File: config.mk
export PLATFORM = sky130hd
export DESIGN_NAME = slt_compare_seq
export DESIGN_NICKNAME = d
export VERILOG_FILES = /design/src/rtl/mips_pkg.sv /design/src/rtl/slt_chunk_cmp.sv /design/src/rtl/slt_compare_seq.sv
export SDC_FILE = /design/constraint.sdc
export NUM_CORES = 1
export LEC_CHECK = 0
export ABC_AREA = 1
export CAP_MARGIN = 20
export CORE_MARGIN = 2
export CORE_UTILIZATION = 44
export DETAILED_ROUTE_END_ITERATION = 7
export PLACE_DENSITY = 0.76
export SKIP_LAST_GASP = 1
export SYNTH_ARGS = -nofsm -noshare
export SYNTH_HDL_FRONTEND = slang
export SYNTH_HIERARCHICAL = 1
export SYNTH_SLANG_ARGS = --single-unit
File: constraint.sdc
create_clock -name clock -period 1.7 [get_ports clock]
set_input_delay 0.255 -clock clock [delete_from_list [all_inputs] [get_ports clock]]
set_output_delay 0.255 -clock clock [all_outputs]
set_load 0.02 [all_outputs]
File: src/rtl/mips_pkg.sv
// rtl/mips_pkg.sv - shared datapath constants: word width and SLT compare FSM state encoding
package mips_pkg;

    localparam int WORD_WIDTH = 32;

    localparam logic [1:0] ST_IDLE = 2'd0;
    localparam logic [1:0] ST_CMP  = 2'd1;
    localparam logic [1:0] ST_DONE = 2'd2;

endpackage

File: src/rtl/slt_chunk_cmp.sv
// rtl/slt_chunk_cmp.sv - combinational unsigned compare of one operand chunk
//   a, b : chunk of the left / right operand
//   ne   : chunks differ
//   lt_u : a < b, unsigned
module slt_chunk_cmp #(
    parameter int BITS_PER_CYCLE = 8
) (
    input  logic [BITS_PER_CYCLE-1:0] a,
    input  logic [BITS_PER_CYCLE-1:0] b,
    output logic                      ne,
    output logic                      lt_u
);

    assign ne   = (a != b);
    assign lt_u = (a < b);

endmodule

File: src/rtl/slt_compare_seq.sv
// rtl/slt_compare_seq.sv - iterative set-less-than comparator, MSB chunk first, fixed latency
//   clock, reset      : rising-edge clock, synchronous active-low reset
//   start             : request a compare, accepted only when idle
//   is_unsigned       : 1 = sltu/sltiu, 0 = slt/slti
//   A, B              : operands, latched on acceptance
//   busy              : compare in progress or result being presented
//   done              : one-cycle pulse, lt/S valid from this cycle
//   lt, S             : result flag and its zero-extended word for the SLT mux
module slt_compare_seq
    import mips_pkg::*;
#(
    parameter int WIDTH          = WORD_WIDTH,
    parameter int BITS_PER_CYCLE = 8
) (
    input  logic             clock,
    input  logic             reset,
    input  logic             start,
    input  logic             is_unsigned,
    input  logic [WIDTH-1:0] A,
    input  logic [WIDTH-1:0] B,
    output logic             busy,
    output logic             done,
    output logic             lt,
    output logic [WIDTH-1:0] S
);

    localparam int N  = WIDTH / BITS_PER_CYCLE;
    localparam int CW = (N > 1) ? $clog2(N) : 1;
    localparam logic [CW-1:0]    CNT_TOP  = CW'(N - 1);
    localparam logic [WIDTH-1:0] MSB_MASK = {1'b1, {(WIDTH-1){1'b0}}};

    logic [1:0]       state;
    logic [CW-1:0]    cnt;
    logic [WIDTH-1:0] a_r;
    logic [WIDTH-1:0] b_r;
    logic             decided;
    logic             lt_r;

    logic [BITS_PER_CYCLE-1:0] chunk_a;
    logic [BITS_PER_CYCLE-1:0] chunk_b;
    logic                      chunk_ne;
    logic                      chunk_lt;
    logic                      final_lt;

    assign chunk_a = a_r[cnt*BITS_PER_CYCLE +: BITS_PER_CYCLE];
    assign chunk_b = b_r[cnt*BITS_PER_CYCLE +: BITS_PER_CYCLE];

    slt_chunk_cmp #(
        .BITS_PER_CYCLE(BITS_PER_CYCLE)
    ) u_chunk_cmp (
        .a   (chunk_a),
        .b   (chunk_b),
        .ne  (chunk_ne),
        .lt_u(chunk_lt)
    );

    // Result as it stands after the current chunk; used on the last CMP edge
    // so the LSB chunk can still decide the outcome.
    assign final_lt = decided ? lt_r : (chunk_ne & chunk_lt);

    always_ff @(posedge clock) begin
        if (!reset) begin
            state   <= ST_IDLE;
            cnt     <= '0;
            a_r     <= '0;
            b_r     <= '0;
            decided <= 1'b0;
            lt_r    <= 1'b0;
            done    <= 1'b0;
            lt      <= 1'b0;
        end else begin
            done <= 1'b0;
            case (state)
                ST_IDLE: begin
                    if (start) begin
                        // Flipping the sign bits maps signed order onto unsigned order.
                        a_r     <= is_unsigned ? A : (A ^ MSB_MASK);
                        b_r     <= is_unsigned ? B : (B ^ MSB_MASK);
                        cnt     <= CNT_TOP;
                        decided <= 1'b0;
                        lt_r    <= 1'b0;
                        state   <= ST_CMP;
                    end
                end
                ST_CMP: begin
                    if (!decided && chunk_ne) begin
                        decided <= 1'b1;
                        lt_r    <= chunk_lt;
                    end
                    if (cnt == '0) begin
                        lt    <= final_lt;
                        done  <= 1'b1;
                        state <= ST_DONE;
                    end else begin
                        cnt <= cnt - 1'b1;
                    end
                end
                ST_DONE: state <= ST_IDLE;
                default: state <= ST_IDLE;
            endcase
        end
    end

    assign busy = (state == ST_CMP) || (state == ST_DONE);
    assign S    = {{(WIDTH-1){1'b0}}, lt};

endmodule

# Word level (Yosys, flattened, before mapping)

Cells that the tools add are included.

Bits in registers: 72
Input bits: 68
Output and inout port bits: 35
Logic and storage cells: 49

Add/sub/neg operators: 1
Magnitude comparators: 1
Equal/unequal tests: 7
Shift operators: 2
Mux-type cells: 15
Bitwise logic cells: 3
Reductions and logical operators: 12

Operators by type and width:

| cell                                                               | number |
|---|---|
| 32-bit two-way mux                                                 | 2 |
| 32-bit by 6-bit variable part select with 8-bit output             | 2 |
| 8-bit < comparator                                                 | 1 |
| 2-bit two-way mux                                                  | 4 |
| 2-bit inequality test, second input constant                       | 4 |
| 8-bit inequality test                                              | 1 |
| 2-bit case mux with 2 select lines                                 | 2 |
| 2-bit AND reduction                                                | 4 |
| 3-bit AND reduction                                                | 2 |
| 1-bit two-way mux                                                  | 5 |
| 2-bit zero test                                                    | 2 |
| 1-bit case mux with 2 select lines                                 | 2 |
| 2-bit by 1-bit == test with 1-bit output, second input constant    | 1 |
| 2-bit == test, second input constant                               | 1 |
| 1-bit NOT                                                          | 2 |
| 2-bit nonzero test                                                 | 1 |
| 2-bit by 1-bit subtractor with 2-bit output, second input constant | 1 |
| 1-bit AND                                                          | 1 |
| 1-bit logical AND                                                  | 1 |
| 1-bit zero test                                                    | 1 |
| 1-bit logical OR                                                   | 1 |

# Logic depth before layout (Yosys ltp)

Gate-level depths: netlist of run 1.

Depth in word-level cells: 5
Gate-level depth with buffers: 16
Mapped depth without buffers: 15

# By module

The synthesis of run 1 kept the hierarchy.

By module, submodules not included:

| module          | instances | cells an instance | area each (um^2) | seq. area each (um^2) |
|---|---|---|---|---|
| slt_compare_seq | 1         | 466               | 3,477.1          | 1,441.4 |
| slt_chunk_cmp   | 1         | 36                | 219.0            | 0.0 |

# Worst setup path before layout of run 1

No wires, ideal clock.

Kind: register to register
Start: register cnt[0]
End: register decided
Setup time: 115 ps
Arrival time: 1,762 ps
Data required time: 1,585 ps
Setup slack: -177 ps
Cell stages (with the launch flop): 14
Buffers on the path: 1
Clock period less this slack: 1,877 ps
Cells stage by stage: dfxtp_1 -> inv_2 -> buf_2 -> nor2_1 -> o22ai_1 -> inv_1 -> ha_1 -> nand2_1 -> nor2_2 -> nand4_1 -> nand2_1 -> nand2_1 -> a21oi_1 -> nor2_1

Longest elaborated chain between the ends: 5
Elaborated cells on any way between the ends: 6
Those cells by class: eq/ne: 2; shift: 2; reduce/logical: 2

Ends and longest elaborated chain:

| item                                                   | RTL line              | RTL |
|---|---|---|
| start: declaration                                     | slt_compare_seq.sv:33 | `logic [CW-1:0] cnt;` |
| start signal: assignment                               | slt_compare_seq.sv:95 | `cnt <= cnt - 1'b1;` |
| 32-bit by 6-bit variable part select with 8-bit output | slt_compare_seq.sv:46 | `assign chunk_b = b_r[cnt*BITS_PER_CYCLE +: BITS_PER_CYCLE];` |
| named net chunk_b[7]                                   | slt_compare_seq.sv:40 | `logic [BITS_PER_CYCLE-1:0] chunk_b;` |
| 8-bit inequality test                                  | slt_chunk_cmp.sv:14   | `assign ne = (a != b);` |
| named net chunk_ne                                     | slt_compare_seq.sv:41 | `logic chunk_ne;` |
| 1-bit logical AND                                      | slt_compare_seq.sv:86 | `if (!decided && chunk_ne) begin` |
| 2-bit inequality test (no source line)                 | --                    |  |
| 3-bit AND reduction (no source line)                   | --                    |  |
| end signal: assignment                                 | slt_compare_seq.sv:67 | `decided <= 1'b0;` |
| end signal: assignment                                 | slt_compare_seq.sv:80 | `decided <= 1'b0;` |
| end signal: assignment                                 | slt_compare_seq.sv:87 | `decided <= 1'b1;` |
| end: declaration                                       | slt_compare_seq.sv:36 | `logic decided;` |

The timed path passes the listed nets, and every way through them passes these cells.
A chain may end at the register's enable or synchronous reset.

# Final worst setup path of run 1

Start: register cnt[0]
End: register lt_r

Longest elaborated chain between the ends: 5
Elaborated cells on any way between the ends: 9
Those cells by class: order compare: 1; eq/ne: 2; shift: 2; mux: 2; reduce/logical: 2

Ends and longest elaborated chain:

| item                                                   | RTL line              | RTL |
|---|---|---|
| 32-bit by 6-bit variable part select with 8-bit output | slt_compare_seq.sv:46 |  |
| named net chunk_b[6]                                   | slt_compare_seq.sv:40 |  |
| 8-bit inequality test                                  | slt_chunk_cmp.sv:14   |  |
| named net chunk_ne                                     | slt_compare_seq.sv:41 |  |
| 1-bit logical AND                                      | slt_compare_seq.sv:86 |  |
| 2-bit inequality test (no source line)                 | --                    |  |
| 3-bit AND reduction (no source line)                   | --                    |  |
| end signal: assignment                                 | slt_compare_seq.sv:88 | `lt_r <= chunk_lt;` |
| end: declaration                                       | slt_compare_seq.sv:37 | `logic lt_r;` |

The timed path passes the listed nets, and every way through them passes these cells. The select of a mux whose other input is x is not followed.

==> results of run 1 <==
-- worst paths after layout --
check,end,cells past startpoint,slack [ns]
setup / recovery,lt_r,13,-0.59
hold / removal,state[0],4,0.38
setup reg to reg,lt_r,13,-0.59
hold reg to reg,a_r[12],2,0.48
-- power breakdown --
| part | total (W) | switching [W] | internal (W) |
|---|---|---|---|
| registers | 0.00270 | 0.000478 | 0.00222 |
| logic | 0.00511 | 0.00290 | 0.00222 |
| clock network | 0.00110 | 0.000583 | 0.000517 |
-- flip-flops by register name, indices dropped and copies added (netlist names) --
register / flops
decided: 1
lt: 1
lt_r: 1
done: 1
b_r: 32
cnt: 2
state: 2
a_r: 32
-- layout make-up --
| class | instances | area [µm²] |
|---|---|---|
| multi-input cells | 373 | 2000 |
| fillers | 728 | 3390 |
| clock buffers | 11 | 131 |
| clock inverters | 5 | 25.0 |
| inverters | 26 | 118 |
| flip-flops and latches | 72 | 1450 |
| well taps | 105 | 131 |
| repair buffers | 87 | 908 |
| repair inverters | 2 | 25.0 |
-- through the flow --
step	std cells	TNS, ns	total power, W
after floorplan	532	-0.105	0.00595
after global placement	658	-0.556	0.00657
after detailed placement	658	-0.767	0.00672
after CTS	676	-0.724	0.00798
after global routing	681	-2.43	0.00958
final	681	-1.71	0.00891
-- cell families after synthesis --
kind of cell    share of synthesized area, %
simple gates                            23.5
compound gates                          17.8
buf+inv                                 14.7
flops                                   39.0
fa+ha+maj                               4.40
xor+xnor                               0.474
other cells                            0.101
-- layer usage --
metal | vias to the layer above | global-route usage [%] | share of wire, %
li1 | 1706 | - | -
met1 | 1545 | 24.4 | 43
met2 | 152 | 33.7 | 47
met3 | 37 | 3.32 | 6.5
met4 | 0 | 7.50 | 3.6
met5 | - | 0 | 0
-- what timing repair did --
action                     4_1_cts  5_1_grt
setup endpoints to repair        4        4
pin swaps                        4       22
cloned                           1        3
gates resized for setup          7       29
setup buffers                    1        3
hold buffers                     0        0
-- critical path, delay by kind of cell (launching register included) --
kind / cells / cell delay [ns]
flip-flops: 1 / 0.47
adder cells (fa/ha/maj): 1 / 0.34
AO/OA/AOI/OAI: 1 / 0.29
buffers and inverters: 2 / 0.31
AND/OR/NAND/NOR: 9 / 0.81
-- cells in the mapped netlist, types with 2 or more instances --
cell      instances
buf_4            32
nand3_1           6
buf_2            11
nand2_1          28
inv_1            22
o21ai_0          81
nor2_2           39
o21ai_1          16
nor2_1          126
xor2_1            2
dfxtp_1          72
o22ai_1          16
clkbuf_1         13
ha_1             13
buf_12            5
inv_2             3
a21oi_1          11
==> impl_summary.txt, run 1 <==
----------------------------------------------------
[Outcome]
  Result of the run ... finished with violations
  Violations in the final reports ... setup timing

[Global route]
  Wire length of the first global-routing pass ... 14,000 µm
  Total congestion overflow after global routing ... 0
  Initial antenna violation count ... 0
  Pin count of the biggest net entering global routing ... 44
  Total routing usage reported by global routing ... 19.6%
  Number of global-route vias before repair ... about 3,200

[Clocking]
  Clock slew at the register clock pins of the worst setup and hold paths ... around 0.080 ns
  CTS root buf ... clkbuf_8
  Clock latency on the worst-skew pair ... around 0.34 ns
  Clock buffers created by TritonCTS ... 9
  Count of H-tree levels built during CTS ... 3
  TritonCTS Sinks ... 72
  Bufs on Longest Clock Path ... 2
  TritonCTS clock tree ... yes

[Drt]
  Via count ... 3,440
  Post-DRT Antenna Nets ... 0
  Post-detailed-routing wire length ... 9130 µm
  Average wire per standard cell ... 13.4 µm
  Count of routing violations after the opening detailed-route iteration ... 317
  Routed via count divided by cell count ... 5.05
  TritonRoute pass-1 iters ... 5
  DRC Markers ... 0

[Logic synthesis]
  Flip-flop and latch count after synthesis ... 72
  Post-synthesis sequential area ratio ... 39.0%
  Average instance area after synthesis ... roughly 7.4 µm²
  Share of flip-flops with an asynchronous set or reset ... 0%
  Synth Instances ... around 500
  Synthesis Warnings ... 6
  Post-synthesis cell type with the largest combined area ... dfxtp_1
  Flip-flop cell with the highest count after synthesis ... dfxtp_1
  Post-synth design cell area ... 3700 µm²
  EDFF count, synth ... 0
  Netlist cell types ... 23
  Area share of the largest cell type after synthesis ... 39.0%
  Top area cells in the synthesized netlist ... dfxtp_1, nor2_1, o21ai_0

[Timing]
  Final Critical Period ... between 2 and 2.5 ns
  Setup violation total in the final timing report ... 5
  Worst-case setup margin in the final layout ... -0.593 ns
  Part of the cycle the worst path needs ... 135%
  Highest attainable clock frequency ... 436 MHz
  Fin Hold WS ... 0.383 ns
  Count of endpoints failing hold in the final timing report ... 0
  RSZ-0062 raised after global routing ... true
  Count of pins over their slew limit ... 0
  Worst clock skew ... approximately 0.011 ns

[Setup path]
  Worst Setup End Kind ... register
  Critical Setup Path Class ... reg -> reg
  Critical path's slowest cell ... dfxtp_4
  CP cell instances ... buf_12 -> nor2_1 -> o22ai_1 -> inv_1 -> ha_1 -> nand2_1 -> nor2_4 -> nand4_1 -> nand2_1 -> nand2_2 -> nand3_2 -> nand2_1 -> nor2_1
  FF-to-FF Start ... cnt[0]
  Critical path origin ... cnt[0]
  Worst endpoint required time ... 1.98 ns
  Endpoint arrival time on the critical path ... between 2 and 3 ns
  Top cell by count, worst path ... nand2_1
  Startpoint Class ... register
  Worst Path Max Fanout ... 8
  Peak per-stage delay on the critical path ... 0.47 ns

[Die]
  Placement Rows ... 33
  Top Ports ... 103
  Initial standard-cell utilization of the core ... 45.2%
  Die Outline Area ... around 9000 µm²
  Die span in y ... 95.7 µm
  Placeable core region ... 8180 µm²
  Die X-Extent ... 95.7 µm

[Min path]
  Tightest Hold Check Type ... in -> reg
  Hold path start ... reset

[Place]
  Standard cell area after detailed placement ... 4380 µm²
  Pre-CTS worst setup slack ... -0.300 ns
  Final Wtd Congestion ... roughly 0.88
  PortBufs ... 71
  HPWL after detailed placement ... ~6400 µm

[Cells and area]
  Most frequent cells in the layout ... nor2_1, o21ai_0, dfxtp_1, clkdlybuf4s50_1, nor2_2
  Layout overhead on the synthesized area ... 29.5%
  Layout cell share with drive strength beyond 1 ... 18.6%
  Count of nets after finishing ... 652
  Final instance area ... approximately 4800 µm²
  Number of antenna diodes ... 0
  Post-route core utilization ... 58.5%
  Most frequent standard cell in the layout excluding fill and tap cells ... nor2_1

[Power and ir drop]
  Leakage power ... 2.00 nW
  Power density normalized to cell area ... 1860 nW/µm²
  Peak ir drop on the vdd network ... approximately 0.76 mV

[Flow run]
  Max-cap check violation count ... 0

----------------------------------------------------
No activity file was read; power rests on OpenSTA's default activity.
==> run 2: changes to the inputs <==
--- a/config.mk
+++ b/config.mk
@@ -8,9 +8,9 @@
 export ABC_AREA = 1
 export CAP_MARGIN = 20
 export CORE_MARGIN = 2
-export CORE_UTILIZATION = 44
+export CORE_UTILIZATION = 35
 export DETAILED_ROUTE_END_ITERATION = 7
-export PLACE_DENSITY = 0.76
+export PLACE_DENSITY = 0.63
 export SKIP_LAST_GASP = 1
 export SYNTH_ARGS = -nofsm -noshare
 export SYNTH_HDL_FRONTEND = slang
==> impl_summary.txt, run 2 (synthesis gave the netlist of run 1 again) <==
----------------------------------------------------
[Outcome]
  Result of the run ... finished with violations (unchanged)
  Violations in the final reports ... setup timing (unchanged)

[Drt]
  Via count ... 3,302 (was 3,440)
  Count of routing violations after the opening detailed-route iteration ... 160 (was 317)
  Average wire per standard cell ... 12.4 µm (was 13.4 µm)
  DRC Markers ... 0 (unchanged)
  Post-DRT Antenna Nets ... 0 (unchanged)
  TritonRoute pass-1 iters ... 4 (was 5)
  Post-detailed-routing wire length ... 8780 µm (was 9130 µm)
  Routed via count divided by cell count ... 4.64 (was 5.05)

[Die]
  Die X-Extent ... 107 µm (was 95.7 µm)
  Placement Rows ... 37 (was 33)
  Placeable core region ... 10,300 µm² (was 8180 µm²)
  Die Outline Area ... 11,400 µm² (was 9150 µm²)
  Initial standard-cell utilization of the core ... 36.0% (was 45.2%)
  Die span in y ... 107 µm (was 95.7 µm)
  Top Ports ... 103 (unchanged)

[Place]
  HPWL after detailed placement ... 6660 µm (was 6390 µm)
  Final Wtd Congestion ... 0.863 (was 0.881)
  Standard cell area after detailed placement ... 4450 µm² (was 4380 µm²)
  PortBufs ... 71 (unchanged)

[Setup path]
  Logic depth of the worst register-to-register path ... 13 (unchanged)
  Critical path's slowest cell ... dfxtp_4 (unchanged)
  Terminus of the critical flop-to-flop path ... decided (was lt_r)
  Worst Setup End Kind ... register (unchanged)
  Worst endpoint required time ... 1.97 ns (was 1.98 ns)
  Top cell by count, worst path ... nand2_1 (unchanged)
  Peak per-stage delay on the critical path ... 0.39 ns (was 0.47 ns)
  R2r setup slk ... -0.28 ns (was -0.59 ns)
  Endpoint arrival time on the critical path ... 2.26 ns (was 2.57 ns)
  CP cell instances ... buf_12 -> buf_16 -> o21ai_4 -> o22ai_2 -> ha_4 -> nand2_1 -> nor2_2 -> nand4_1 -> nand2_1 -> nand2_2 -> nand3_1 -> nand2_1 -> nor2_1 (was buf_12 -> nor2_1 -> o22ai_1 -> inv_1 -> ha_1 -> nand2_1 -> nor2_4 -> nand4_1 -> nand2_1 -> nand2_2 -> nand3_2 -> nand2_1 -> nor2_1)
  Worst Path Max Fanout ... 15 (was 8)
  FF-to-FF Start ... cnt[0] (unchanged)
  Startpoint Class ... register (unchanged)
  Critical Setup Path Class ... reg -> reg (unchanged)

[Clocking]
  Count of H-tree levels built during CTS ... 3 (unchanged)
  Clock slew at the register clock pins of the worst setup and hold paths ... 0.07 ns (was 0.08 ns)
  CTS Hold Bufs ... 0 (unchanged)
  Clock latency on the worst-skew pair ... 0.34 ns (about the same)
  TritonCTS clock tree ... yes (unchanged)
  Bufs on Longest Clock Path ... 2 (unchanged)
  Clock buffers created by TritonCTS ... 9 (unchanged)
  TritonCTS Sinks ... 72 (unchanged)
  CTS root buf ... clkbuf_8 (unchanged)

[Power and ir drop]
  Leakage power ... 2.00 nW (about the same)
  Peak ir drop on the vdd network ... 0.577 mV (was 0.759 mV)
  Power density normalized to cell area ... 1790 nW/µm² (was 1860 nW/µm²)

[Timing]
  Part of the cycle the worst path needs ... 117% (was 135%)
  Count of endpoints failing hold in the final timing report ... 0 (unchanged)
  Final Critical Period ... 1.98 ns (was 2.29 ns)
  Setup violation total in the final timing report ... 3 (was 5)
  Count of pins over their slew limit ... 0 (unchanged)
  Fin Hold WS ... 0.305 ns (was 0.383 ns)
  Worst-case setup margin in the final layout ... -0.284 ns (was -0.593 ns)
  Highest attainable clock frequency ... 504 MHz (was 436 MHz)
  RSZ-0062 raised after global routing ... true (unchanged)
  Worst clock skew ... 0.00701 ns (was 0.0115 ns)

[Min path]
  Hold path start ... reset (unchanged)
  Worst hold endpoint ... state[0] (unchanged)
  Tightest Hold Check Type ... in -> reg (unchanged)
  Depth of the worst hold-timing path ... 3 (was 4)

[Cells and area]
  Most frequent standard cell in the layout excluding fill and tap cells ... nor2_1 (unchanged)
  Most frequent cells in the layout ... nor2_1, o21ai_0, dfxtp_1, clkdlybuf4s50_1, nor2_2 (unchanged)
  Layout overhead on the synthesized area ... 28.7% (was 29.5%)
  Count of nets after finishing ... 651 (was 652)
  Final instance area ... 4760 µm² (was 4780 µm²)
  Leading registers by flop count ... a_r x32, b_r x32 (unchanged)
  Layout cell share with drive strength beyond 1 ... 16.3% (was 18.6%)
  Fill cell total of the finished layout ... 1,046 (was 728)
  Number of antenna diodes ... 0 (unchanged)

[Global route]
  Number of global-route vias before repair ... 3,113 (was 3,153)
  Met2 usage ... 25.5% (was 33.7%)
  Wire length of the first global-routing pass ... 14,600 µm (was 14,000 µm)
  Met3 Resource Use GR ... 3.28% (was 3.32%)
  Total congestion overflow after global routing ... 0 (unchanged)
  Met1 track utilization from global routing ... 21.4% (was 24.4%)
  Initial antenna violation count ... 0 (unchanged)
  Busiest layer in global routing ... met2 (unchanged)
  Total routing usage reported by global routing ... 15.9% (was 19.6%)
  Pin count of the biggest net entering global routing ... 36 (was 44)

[Flow run]
  Max-cap check violation count ... 0 (unchanged)

----------------------------------------------------
[run 2: worst max path at each step]
stage,from,to
after CTS,cnt[0],decided
after global routing,cnt[0],lt_r
after floorplan,cnt[0],decided
after detailed placement,cnt[0],decided
after global placement,cnt[0],decided
final,cnt[0],decided
[run 2: layer usage]
metal	up-vias	part of all wire (%)
met5	-	0
met4	0	1.7
met3	13	5.9
met2	109	45
met1	1479	47
li1	1701	-
[run 2: final cells by class]
cell class / instances / area (µm²) / share of cell area [%]
Clock buffer: 10 / 138 / 2.89
Inverter: 26 / 113 / 2.37
Sequential cell: 72 / 1450 / 30.5
Timing Repair Buffer: 88 / 941 / 19.8
Clock inverter: 6 / 58.8 / 1.24
Tap cell: 136 / 170 / 3.58
Multi-Input combinational cell: 373 / 1890 / 39.7
[run 2: critical path, delay by kind of cell, from the launching register on]
| kind | cells | cell delay (ns) |
|---|---|---|
| simple gates | 8 | 0.73 |
| flops | 1 | 0.39 |
| buf+inv | 2 | 0.28 |
| fa+ha+maj | 1 | 0.28 |
| compound gates | 2 | 0.24 |
[run 2: through the flow]
stage               utilization (%)  cells  power [W]  setup TNS, ns  setup WS [ns]
finish                         46.3    711    0.00850         -0.756         -0.284
global route                   46.3    711    0.00926          -1.22         -0.445
CTS                            46.3    711    0.00852         -0.673         -0.258
detailed placement             43.3    690    0.00685         -0.750         -0.297
global placement               43.3    690    0.00669         -0.512         -0.198
floorplan                         -    532    0.00595         -0.105        -0.0524
[run 2: where the power goes]
part | switching [W] | leakage, nW | internal [W] | total [W]
clock | 0.000606 | 0.106 | 0.000709 | 0.00132
combinational | 0.00252 | 1.29 | 0.00200 | 0.00452
sequential | 0.000450 | 0.597 | 0.00222 | 0.00267
[run 2: repair_timing]
| item | in CTS | in global routing |
|---|---|---|
| resized for setup | 13 | 2 |
| pin swaps | 6 | 3 |
| setup buffers | 4 | 0 |
| hold endpoints to repair | 0 | 0 |
| setup endpoints to repair | 4 | 4 |
| cloned | 1 | 0 |
==> run 3: changes to the inputs <==
--- a/config.mk
+++ b/config.mk
@@ -10,9 +10,8 @@
 export CORE_MARGIN = 2
 export CORE_UTILIZATION = 35
 export DETAILED_ROUTE_END_ITERATION = 7
-export PLACE_DENSITY = 0.63
+export PLACE_DENSITY = 0.64
 export SKIP_LAST_GASP = 1
 export SYNTH_ARGS = -nofsm -noshare
 export SYNTH_HDL_FRONTEND = slang
-export SYNTH_HIERARCHICAL = 1
 export SYNTH_SLANG_ARGS = --single-unit
==> impl_summary.txt, run 3 <==
----------------------------------------------------
[Outcome]
  Result of the run ... finished with violations (unchanged)
  Violations in the final reports ... setup timing (unchanged)

[Setup path]
  Worst Setup End Kind ... register (unchanged)
  Endpoint arrival time on the critical path ... 2.31 ns (was 2.26 ns)
  Critical Setup Path Class ... reg -> reg (unchanged)
  Worst Path Max Fanout ... 17 (was 15)
  Worst endpoint required time ... 1.98 ns (was 1.97 ns)
  Startpoint Class ... register (unchanged)

[Global route]
  Pin count of the biggest net entering global routing ... 43 (was 36)
  Number of global-route vias before repair ... 3,013 (was 3,113)
  Wire length of the first global-routing pass ... 14,100 µm (was 14,600 µm)
  Total congestion overflow after global routing ... 0 (unchanged)
  Total routing usage reported by global routing ... 16.1% (was 15.9%)
  Initial antenna violation count ... 0 (unchanged)

[Timing]
  Count of pins over their slew limit ... 0 (unchanged)
  Final Critical Period ... 2.03 ns (was 1.98 ns)
  Worst-case setup margin in the final layout ... -0.327 ns (was -0.284 ns)
  Setup violation total in the final timing report ... 3 (unchanged)
  Count of endpoints failing hold in the final timing report ... 0 (unchanged)
  Highest attainable clock frequency ... 493 MHz (was 504 MHz)
  Slew at the pin closest to its max-slew limit ... 0.523 ns
  Worst clock skew ... 0.00820 ns (was 0.00701 ns)
  RSZ-0062 raised after global routing ... true (unchanged)
  Worst slew slack as a fraction of its limit ... 65.1%
  TNS Setup ... -0.950 ns (was -0.756 ns)
  Part of the cycle the worst path needs ... 119% (was 117%)

[Logic synthesis]
  EDFF count, synth ... 0 (unchanged)
  Post-synthesis sequential area ratio ... 41.3% (was 39.0%)
  Flip-flop cell with the highest count after synthesis ... dfxtp_1 (unchanged)
  Flip-flop and latch count after synthesis ... 72 (unchanged)
  Area share of the largest cell type after synthesis ... 41.3% (was 39.0%)
  Share of flip-flops with an asynchronous set or reset ... 0% (unchanged)
  Leading cell type by number of instances after synthesis ... nor2_1 (unchanged)
  Post-synth design cell area ... 3490 µm² (was 3700 µm²)
  Post-synthesis cell type with the largest combined area ... dfxtp_1 (unchanged)
  Synthesis Warnings ... 0 (was 6)
  Average instance area after synthesis ... 7.27 µm² (was 7.36 µm²)
  Top area cells in the synthesized netlist ... dfxtp_1, nor2_1, o21ai_0 (unchanged)
  Synth Instances ... 480 (was 502)
  Commonest cells post-synth ... nor2_1, o21ai_0, dfxtp_1 (unchanged)
  Netlist cell types ... 25 (was 23)

[Power and ir drop]
  Leakage power ... 1.89 nW (was 2.00 nW)
  Comb power frac ... 49.2% (was 53.2%)
  Total power of the final layout ... 0.00694 W (was 0.00850 W)
  Peak ir drop on the vdd network ... 0.558 mV (was 0.577 mV)
  Cell-internal power ... 0.00411 W (was 0.00493 W)
  Sequential power share ... 34.0% (was 31.4%)
  Power density normalized to cell area ... 1530 nW/µm² (was 1790 nW/µm²)
  Clock group share of total power ... 16.8% (was 15.5%)
  Switching fraction of total power ... 40.8% (was 42.0%)
  Net switching power figure ... 0.00283 W (was 0.00357 W)

[Cells and area]
  Count of nets after finishing ... 632 (was 651)
  Most frequent cells in the layout ... nor2_1, o21ai_0, dfxtp_1 (was nor2_1, o21ai_0, dfxtp_1, clkdlybuf4s50_1, nor2_2)
  Layout overhead on the synthesized area ... 30.0% (was 28.7%)
  Most frequent standard cell in the layout excluding fill and tap cells ... nor2_1 (unchanged)
  Final instance area ... 4540 µm² (was 4760 µm²)
  Layout cell share with drive strength beyond 1 ... 11.5% (was 16.3%)
  Number of antenna diodes ... 0 (unchanged)
  Leading registers by flop count ... a_r x32, b_r x32 (unchanged)

[Clocking]
  Clock latency on the worst-skew pair ... 0.35 ns (was 0.34 ns)
  CTS root buf ... clkbuf_8 (unchanged)
  TritonCTS clock tree ... yes (unchanged)
  CTS Hold Bufs ... 0 (unchanged)
  Bufs on Longest Clock Path ... 2 (unchanged)
  TritonCTS Sinks ... 72 (unchanged)
  Clock buffers created by TritonCTS ... 9 (unchanged)
  Count of H-tree levels built during CTS ... 3 (unchanged)
  Clock slew at the register clock pins of the worst setup and hold paths ... 0.08 ns (was 0.07 ns)

[Place]
  PortBufs ... 71 (unchanged)
  HPWL after detailed placement ... 6300 µm (was 6660 µm)
  Final Wtd Congestion ... 0.893 (was 0.863)
  Standard cell area after detailed placement ... 4240 µm² (was 4450 µm²)

[Drt]
  Post-DRT Antenna Nets ... 0 (unchanged)
  Count of routing violations after the opening detailed-route iteration ... 115 (was 160)
  DRC Markers ... 0 (unchanged)
  Post-detailed-routing wire length ... 8620 µm (was 8780 µm)
  Routed via count divided by cell count ... 4.64 (about the same)
  Average wire per standard cell ... 12.5 µm (was 12.4 µm)
  TritonRoute pass-1 iters ... 4 (unchanged)
  Via count ... 3,204 (was 3,302)

[Die]
  Die Outline Area ... 10,800 µm² (was 11,400 µm²)
  Top Ports ... 103 (unchanged)
  Die X-Extent ... 104 µm (was 107 µm)
  Initial standard-cell utilization of the core ... 35.9% (was 36.0%)
  Placeable core region ... 9730 µm² (was 10,300 µm²)
  Die span in y ... 104 µm (was 107 µm)
  Placement Rows ... 36 (was 37)

[Flow run]
  Max-cap check violation count ... 0 (unchanged)

[Min path]
  Tightest Hold Check Type ... in -> reg (unchanged)

----------------------------------------------------
## run 3: cell families (layout without fill, tap and decap cells)
logic type	Yosys count	count (layout)	share of synthesized area, %
other cells	1	31	0.107
fa+ha+maj	12	12	4.30
buf+inv	78	125	13.4
compound gates	123	123	19.4
xor+xnor	2	2	0.502
simple gates	192	192	21.0
flops	72	72	41.3
## run 3: area by class of cell
cell class	count	area, µm²
tap	133	166
sequential	72	1450
timing repair buffer	92	923
clock inverter	7	47.5
multi-input combinational	360	1760
timing repair inverter	1	7.51
fill	980	5190
inverter	16	66.3
clock buffer	9	124
## run 3: metrics by stage
step | utilization (%) | std cells | hold WS, ns | setup WS [ns]
floorplan | - | 510 | 0.404 | -0.0531
global placement | 43.5 | 667 | 0.448 | -0.193
detailed placement | 43.5 | 667 | 0.469 | -0.343
CTS | 46.0 | 688 | 0.417 | -0.297
global route | 46.7 | 690 | 0.455 | -0.464
finish | 46.7 | 690 | 0.415 | -0.327
## run 3: final timing paths
path	startpoint	endpoint	depth (start not counted)	slack (ns)
setup / recovery	cnt[0]	decided	12	-0.33
hold / removal	reset	cnt[0]	3	0.41
setup reg to reg	cnt[0]	decided	12	-0.33
hold reg to reg	b_r[8]	b_r[8]	2	0.49
## run 3: timing repair
item                                   in CTS  in global routing
gates resized for setup                    16                 15
cloned                                      1                  0
setup endpoints to repair                   4                  3
buffers inserted                            4                  2
pin swaps                                  12                 12
endpoints found under the hold margin       0                  0
## run 3: metal layers
metal | global-route usage, % | vias to the layer above | routed length (µm)
met5 | 0 | - | 0
met4 | 5.41 | 0 | 176
met3 | 5.83 | 20 | 601
met2 | 25.1 | 100 | 3950
met1 | 20.6 | 1430 | 3890
li1 | - | 1654 | -
## run 3: critical path, cell delays in order (launching register included)
cell and delay [ns]:
dfxtp_4 0.38, buf_4 0.19, o21ai_0 0.24, o22ai_2 0.14, ha_1 0.30, nand2_1 0.06, nor2_2 0.16, nand2_2 0.09
nand2_2 0.08, nand2_2 0.05, nand2_2 0.07, nand2_1 0.05, a21oi_1 0.14
## run 3: power by group through the flow
stage	sequential (W)	clock, W	combinational [W]
global placement	0.00237	0	0.00287
global route	0.00241	0.00127	0.00386
detailed placement	0.00238	0	0.00298
finish	0.00236	0.00117	0.00342
CTS	0.00236	0.00120	0.00314
floorplan	0.00229	0	0.00232
